$ cat config.mk
export PLATFORM = sky130hd
export DESIGN_NAME = fetch_stage_flat
export DESIGN_NICKNAME = d
export VERILOG_FILES = /design/src/rtl/fetch_stage_if.sv /design/src/rtl/fetch_stage.sv /design/src/flat_wrapper.sv
export SDC_FILE = /design/constraint.sdc
export NUM_CORES = 1
export LEC_CHECK = 0
export ABC_AREA = 0
export CAP_MARGIN = 20
export CORE_ASPECT_RATIO = 1.5
export CORE_MARGIN = 2
export CORE_UTILIZATION = 45
export CTS_CLUSTER_SIZE = 20
export DETAILED_ROUTE_END_ITERATION = 8
export PLACE_DENSITY = 0.86
export SYNTH_ARGS = -nofsm -noshare
export SYNTH_HDL_FRONTEND = slang
export SYNTH_SLANG_ARGS = --single-unit
$ cat constraint.sdc
create_clock -name clk -period 2.4 [get_ports clk]
set_input_delay 0.48 -clock clk [delete_from_list [all_inputs] [get_ports clk]]
set_output_delay 0.48 -clock clk [all_outputs]
set_load 0.01 [all_outputs]
$ cat src/rtl/fetch_stage_if.sv
// ---------------------------------------------------------------------------
// fetch_stage_if
// Groups the fetch stage's control, instruction-memory and instruction-register
// signals into one bundle.
//   stall        : downstream instruction register cannot accept this cycle
//   redirect     : taken branch/jump/trap, restart fetch at redirect_pc
//   redirect_pc  : new fetch address (bit 0 ignored)
//   imem_resp    : memory has valid data for the address presented this cycle
//   imem_rdata   : instruction word, valid when imem_resp=1
//   imem_read    : fetch request to instruction memory
//   imem_address : fetch address, always halfword aligned
//   ir_load      : one-cycle load strobe for the instruction register
//   ir_in        : instruction word for the instruction register
//   ir_pc        : address of the delivered instruction plus 2
// The master modport is the fetch stage's view; slave is the surrounding
// pipeline/memory view.
// ---------------------------------------------------------------------------
interface fetch_stage_if;
    logic        stall;
    logic        redirect;
    logic [15:0] redirect_pc;
    logic        imem_resp;
    logic [15:0] imem_rdata;
    logic        imem_read;
    logic [15:0] imem_address;
    logic        ir_load;
    logic [15:0] ir_in;
    logic [15:0] ir_pc;

    modport master (
        input  stall,
        input  redirect,
        input  redirect_pc,
        input  imem_resp,
        input  imem_rdata,
        output imem_read,
        output imem_address,
        output ir_load,
        output ir_in,
        output ir_pc
    );

    modport slave (
        output stall,
        output redirect,
        output redirect_pc,
        output imem_resp,
        output imem_rdata,
        input  imem_read,
        input  imem_address,
        input  ir_load,
        input  ir_in,
        input  ir_pc
    );
endinterface

$ cat src/rtl/fetch_stage.sv
// ---------------------------------------------------------------------------
// fetch_stage
// Instruction fetch unit. Presents the PC to instruction memory and streams
// returned words into the downstream instruction register at up to one per
// cycle. When the instruction register stalls while a word arrives, the word
// is parked in a hold buffer and memory is idled until it can be delivered.
// A redirect abandons whatever is in flight and restarts fetch at the new PC.
//   clk   : single clock, rising edge
//   reset : synchronous, active-high
//   bus   : fetch_stage_if.master (control, imem and IR signals)
// ---------------------------------------------------------------------------
module fetch_stage (
    input  logic           clk,
    input  logic           reset,
    fetch_stage_if.master  bus
);

    typedef enum logic {
        FETCH = 1'b0,
        HOLD  = 1'b1
    } state_t;

    state_t      r_state;
    logic [15:0] r_pc;
    logic [15:0] r_hold;
    logic [15:0] w_pcPlus2;
    logic [15:0] w_redirectPc;
    logic        w_wordReady;

    // The PC is kept even at all times, so the address of the next sequential
    // instruction is simply PC+2, wrapping naturally in 16 bits.
    assign w_pcPlus2    = r_pc + 16'd2;
    assign w_redirectPc = {bus.redirect_pc[15:1], 1'b0};

    // A word is available for delivery either straight from memory while
    // fetching or from the hold buffer while holding.
    assign w_wordReady  = (r_state == HOLD) || bus.imem_resp;

    // Outputs are purely combinational so a returning word can be forwarded
    // to the instruction register in the same cycle it arrives. Reset and
    // redirect both suppress the load strobe so a discarded word never leaks.
    always_comb begin
        bus.imem_read    = (r_state == FETCH);
        bus.imem_address = {r_pc[15:1], 1'b0};
        bus.ir_in        = (r_state == HOLD) ? r_hold : bus.imem_rdata;
        bus.ir_pc        = w_pcPlus2;
        bus.ir_load      = !reset && !bus.redirect && !bus.stall && w_wordReady;
    end

    // State, PC and hold buffer update. Priority is reset, then redirect, then
    // normal sequencing. In FETCH a stalled response is captured into the hold
    // buffer and the PC is left pointing at it; the PC only advances once the
    // instruction has actually been handed to the instruction register.
    always_ff @(posedge clk) begin
        if (reset) begin
            r_state <= FETCH;
            r_pc    <= 16'h0000;
            r_hold  <= 16'h0000;
        end else if (bus.redirect) begin
            r_state <= FETCH;
            r_pc    <= w_redirectPc;
        end else begin
            case (r_state)
                FETCH: begin
                    if (bus.imem_resp) begin
                        if (bus.stall) begin
                            r_hold  <= bus.imem_rdata;
                            r_state <= HOLD;
                        end else begin
                            r_pc    <= w_pcPlus2;
                        end
                    end
                end
                HOLD: begin
                    if (!bus.stall) begin
                        r_pc    <= w_pcPlus2;
                        r_state <= FETCH;
                    end
                end
                default: begin
                    r_state <= FETCH;
                end
            endcase
        end
    end

endmodule

$ cat src/flat_wrapper.sv
// flat-port wrapper written by rule: the top's interface ports become plain ports
module fetch_stage_flat 
  (clk, reset, bus_stall, bus_redirect, bus_redirect_pc, bus_imem_resp, bus_imem_rdata, bus_imem_read, bus_imem_address, bus_ir_load, bus_ir_in, bus_ir_pc);
  fetch_stage_if bus_i ();
  input  logic clk;
  input  logic reset;
  input wire logic [$bits(bus_i.stall)-1:0] bus_stall;
  input wire logic [$bits(bus_i.redirect)-1:0] bus_redirect;
  input wire logic [$bits(bus_i.redirect_pc)-1:0] bus_redirect_pc;
  input wire logic [$bits(bus_i.imem_resp)-1:0] bus_imem_resp;
  input wire logic [$bits(bus_i.imem_rdata)-1:0] bus_imem_rdata;
  output wire logic [$bits(bus_i.imem_read)-1:0] bus_imem_read;
  output wire logic [$bits(bus_i.imem_address)-1:0] bus_imem_address;
  output wire logic [$bits(bus_i.ir_load)-1:0] bus_ir_load;
  output wire logic [$bits(bus_i.ir_in)-1:0] bus_ir_in;
  output wire logic [$bits(bus_i.ir_pc)-1:0] bus_ir_pc;
  assign bus_i.stall = bus_stall;
  assign bus_i.redirect = bus_redirect;
  assign bus_i.redirect_pc = bus_redirect_pc;
  assign bus_i.imem_resp = bus_imem_resp;
  assign bus_i.imem_rdata = bus_imem_rdata;
  assign bus_imem_read = bus_i.imem_read;
  assign bus_imem_address = bus_i.imem_address;
  assign bus_ir_load = bus_i.ir_load;
  assign bus_ir_in = bus_i.ir_in;
  assign bus_ir_pc = bus_i.ir_pc;
  fetch_stage u_core (.clk(clk), .reset(reset), .bus(bus_i));
endmodule
==> metrics.log <==
[metrics] result of the run: finished clean
[metrics] fraction of synthesized area in multiplexers: 10.5%
[metrics] Distinct cells, synth: 42
[metrics] Crit. End Element: primary output
[metrics] placeable core region: 4170 sq um
[metrics] data arrival at the endpoint of the critical path: 1.85 ns
[metrics] final setup TNS: 0 ns
[metrics] combinational family with the most area after synthesis: simple AND/OR/NAND/NOR gates
[metrics] CTS H-tree depth: 2
[metrics] placed cell area: 2850 sq um
[metrics] Via-to-Cell Ratio: 5.37
[metrics] commonest non-fill, non-tap cells in the layout: sky130_fd_sc_hd__clkdlybuf4s50_1, sky130_fd_sc_hd__nand2_1, sky130_fd_sc_hd__dfxtp_1
[metrics] setup skew after layout: 0.0100 ns
[metrics] top fanout value on the critical path: 9
[metrics] largest net degree at the start of global routing: 29
[metrics] simple-gate share of the synthesized area: 24.0%
[metrics] Post-Synthesis Mean Instance Area: 8.31 sq um
[metrics] complex-gate fraction of the synthesized area: 14.9%
[metrics] Post-synth EDFFs: 0
[metrics] Final Critical Period: 2.33 ns
[metrics] number of clock sinks seen by CTS: 32
[metrics] fraction of final layout cells sized beyond drive strength 1: 21.1%
[metrics] Final Slew Violations: 0
[metrics] share of the synthesized netlist area taken by xor and xnor gates: 9.62%
[metrics] initial antenna violation count: 0
[metrics] Detailed Route WL: 5.32 mm
[metrics] CP Launch Point: u_core.r_pc[2]$_SDFFE_PP0P_
[metrics] starting utilization of the core area: 45.8%
[metrics] final weighted congestion of routability-driven global placement: 0.839
[metrics] slew at the pin closest to its max-slew limit: 0.621 ns
[metrics] power per cell area: 457 nW/um^2
[metrics] Syn-to-layout area delta: 57.1%
[metrics] reg-to-reg critical path startpoint: u_core.r_pc[2]$_SDFFE_PP0P_
[metrics] leak pwr: 1.10 nW
[metrics] clock buffer depth: 2
[metrics] RSZ-0062 raised after global routing: true
[metrics] standard cell with the maximum stage delay on the critical path: sky130_fd_sc_hd__clkdlybuf4s50_1
[metrics] data required time at the worst endpoint: 1.92 ns
[metrics] final instance area: 3000 sq um
[metrics] first-pass GRT wire length: 8.66 mm
[metrics] nets: 359
[metrics] Total Routing Usage GR: 22.7%
[metrics] leading cell type in the layout, fill and taps excluded: sky130_fd_sc_hd__clkdlybuf4s50_1
[metrics] DR vias: 1,977
[metrics] number of buffers added by the clock tree synthesis step: 5
[metrics] CP bufs+invs: 1
[metrics] die outline height: 83.8 um
[metrics] CP max stage delay: 0.55 ns
[metrics] max-capacitance violation count: 0
[metrics] Congestion Overflow GR: 0
[metrics] vias in the first global route: 1,917
[metrics] gate count after technology mapping: 230
[metrics] YS warnings: 0
[metrics] remaining design rule violation count: 0
[metrics] die area: 4800 sq um
[metrics] # setup viols final: 0
[metrics] number of top-level pins: 87
[metrics] fraction of registers with async set or reset after synthesis: 0%
[metrics] number of search-and-repair iterations in the first detailed-routing pass: 4
[metrics] Detailed Route Iter0 Violations: 69
[metrics] Synth Cell Area: 1910 sq um
[metrics] prevailing post-synth register cell: sky130_fd_sc_hd__dfxtp_1
[metrics] path category of the worst min-delay check: flop to flop
[metrics] hold path startpoint: u_core.r_hold[1]$_SDFFE_PP0P_
[metrics] worst slew slack as a fraction of its limit: 58.5%
[metrics] Clock Root Buffer: sky130_fd_sc_hd__clkbuf_8
[metrics] CTS clock-pin slew for the worst setup and hold paths: 0.08 ns
[metrics] maximum vdd ir drop: 0.541 mV
[metrics] final hold violations: 0
[metrics] count of port buffers added during placement: 83
[metrics] die outline width: 57.2 um
[metrics] antenna diode instance count: 0
[metrics] Worst Path Class, Setup: flop to primary output
[metrics] clock tree from TritonCTS: yes
[metrics] Adder-Cell Fraction of Synth Area: 0.654%
[metrics] kind of launch point of the worst setup path: flop
[metrics] floorplan row count: 29
[metrics] number of nets with antenna violations after routing: 0
[metrics] sequential area share after synthesis: 33.5%
[metrics] FMAX: 429 MHz
[metrics] WL per Instance: 14.4 um
[metrics] Clk Latency, worst-skew pair: 0.29 ns
[metrics] period utilization: 97.0%
[metrics] post-synthesis sequential element count: 32
[metrics] CP Cell Sequence: ha_4 -> nand3_4 -> nor2_4 -> xor2_1 -> clkdlybuf4s50_1
[metrics] cell type group with the largest total delay on the critical path: buffers and inverters
[metrics] total half-perimeter wirelength after legalization and detailed placement: 3.99 mm
-- synthesized netlist by cell type (2+ instances only) --
library cell	n	area share, %
sky130_fd_sc_hd__nor3_1	6	1.6
sky130_fd_sc_hd__buf_2	4	1.0
sky130_fd_sc_hd__a211o_1	2	0.92
sky130_fd_sc_hd__nand4_1	5	1.6
sky130_fd_sc_hd__or3_1	2	0.65
sky130_fd_sc_hd__mux2_2	17	10
sky130_fd_sc_hd__o21ai_0	2	0.52
sky130_fd_sc_hd__xnor2_1	15	6.9
sky130_fd_sc_hd__inv_1	6	1.2
sky130_fd_sc_hd__a211oi_1	5	2.0
sky130_fd_sc_hd__nand2_1	42	8.2
sky130_fd_sc_hd__buf_4	3	1.2
sky130_fd_sc_hd__a211oi_2	2	1.3
sky130_fd_sc_hd__a21oi_1	19	5.0
sky130_fd_sc_hd__buf_1	2	0.39
sky130_fd_sc_hd__nor4_2	3	2.0
sky130_fd_sc_hd__xor2_1	6	2.7
sky130_fd_sc_hd__nor3_2	3	1.6
sky130_fd_sc_hd__nand3_2	2	1.0
sky130_fd_sc_hd__o2111a_1	3	1.8
sky130_fd_sc_hd__nor2_1	15	2.9
sky130_fd_sc_hd__dfxtp_1	32	34
sky130_fd_sc_hd__clkbuf_1	9	1.8
sky130_fd_sc_hd__nand3_1	7	1.8
-- what timing repair did --
item	in CTS	in global routing
setup endpoints to repair	9	2
gates cloned	0	0
setup buffers	1	0
pin swaps	1	0
hold buffers	0	0
gates resized for setup	22	4
-- sequential cells by signal, summed over array words and instances, names as in the netlist --
name,cells
u_core.r_hold,16
u_core.r_pc,15
u_core.r_state,1
-- where the power goes --
part           switching [mW]  internal, mW  total [mW]
logic                   0.151         0.211       0.362
registers              0.0293         0.560       0.589
clock network           0.215         0.206       0.421
total                   0.395         0.977        1.37
-- layer usage --
metal  global-route usage, %  part of all wire (%)  up-vias
met5                       0                     0        -
met4                    9.51                   1.5        0
met3                    6.67                   7.3        6
met2                    40.1                    54       64
met1                    24.4                    37      929
li1                        -                     -      978
-- path summary, 6_finish.rpt --
check | endpoint | depth (start not counted) | slack (ns)
max | bus_ir_pc[9] | 5 | 0.07
max reg2reg | u_core.r_pc[15]$_SDFFE_PP0P_ | 6 | 0.64
min reg2reg | u_core.r_hold[1]$_SDFFE_PP0P_ | 2 | 0.46
min | u_core.r_hold[1]$_SDFFE_PP0P_ | 2 | 0.46
-- worst reg2reg max path, stage by stage, from the launching register on --
cell,delay [ns]
sky130_fd_sc_hd__dfxtp_2,0.38
sky130_fd_sc_hd__ha_4,0.17
sky130_fd_sc_hd__nand3_4,0.17
sky130_fd_sc_hd__buf_4,0.21
sky130_fd_sc_hd__nor3_2,0.28
sky130_fd_sc_hd__a41oi_1,0.16
sky130_fd_sc_hd__o311a_1,0.30
-- kinds of logic (layout without fill, tap and decap cells) --
logic type / after synthesis / count (layout)
multiplexers: 18 / 18
adder cells (fa/ha/maj): 1 / 1
buffers and inverters: 27 / 118
AO/OA/AOI/OAI: 39 / 39
other: 1 / 2
XOR/XNOR: 21 / 21
AND/OR/NAND/NOR: 91 / 91
flip-flops: 32 / 32
-- through the flow --
stage                     setup WS, ns  hold slack [ns]  power, mW  std cells  utilization (%)
final                           0.0709            0.459       1.37        368             72.0
after global routing           0.00555            0.481       1.43        368             72.0
after CTS                       0.0441            0.457       1.38        368             71.5
after detailed placement        0.0622            0.448      0.963        359             68.2
after global placement           0.120            0.437      0.954        359             68.2
after floorplan                  0.498            0.433      0.753        231                -
-- layout make-up --
class	count	area (sq um)
Multi-Input combinational cell	172	1210
Fill cell	323	1170
Sequential cell	32	647
Clock buffer	6	72.6
Timing Repair Buffer	103	973
Clock inverter	2	16.3
Tap cell	46	57.6
Inverter	7	26.3
Power figures use the tool's default switching activity.
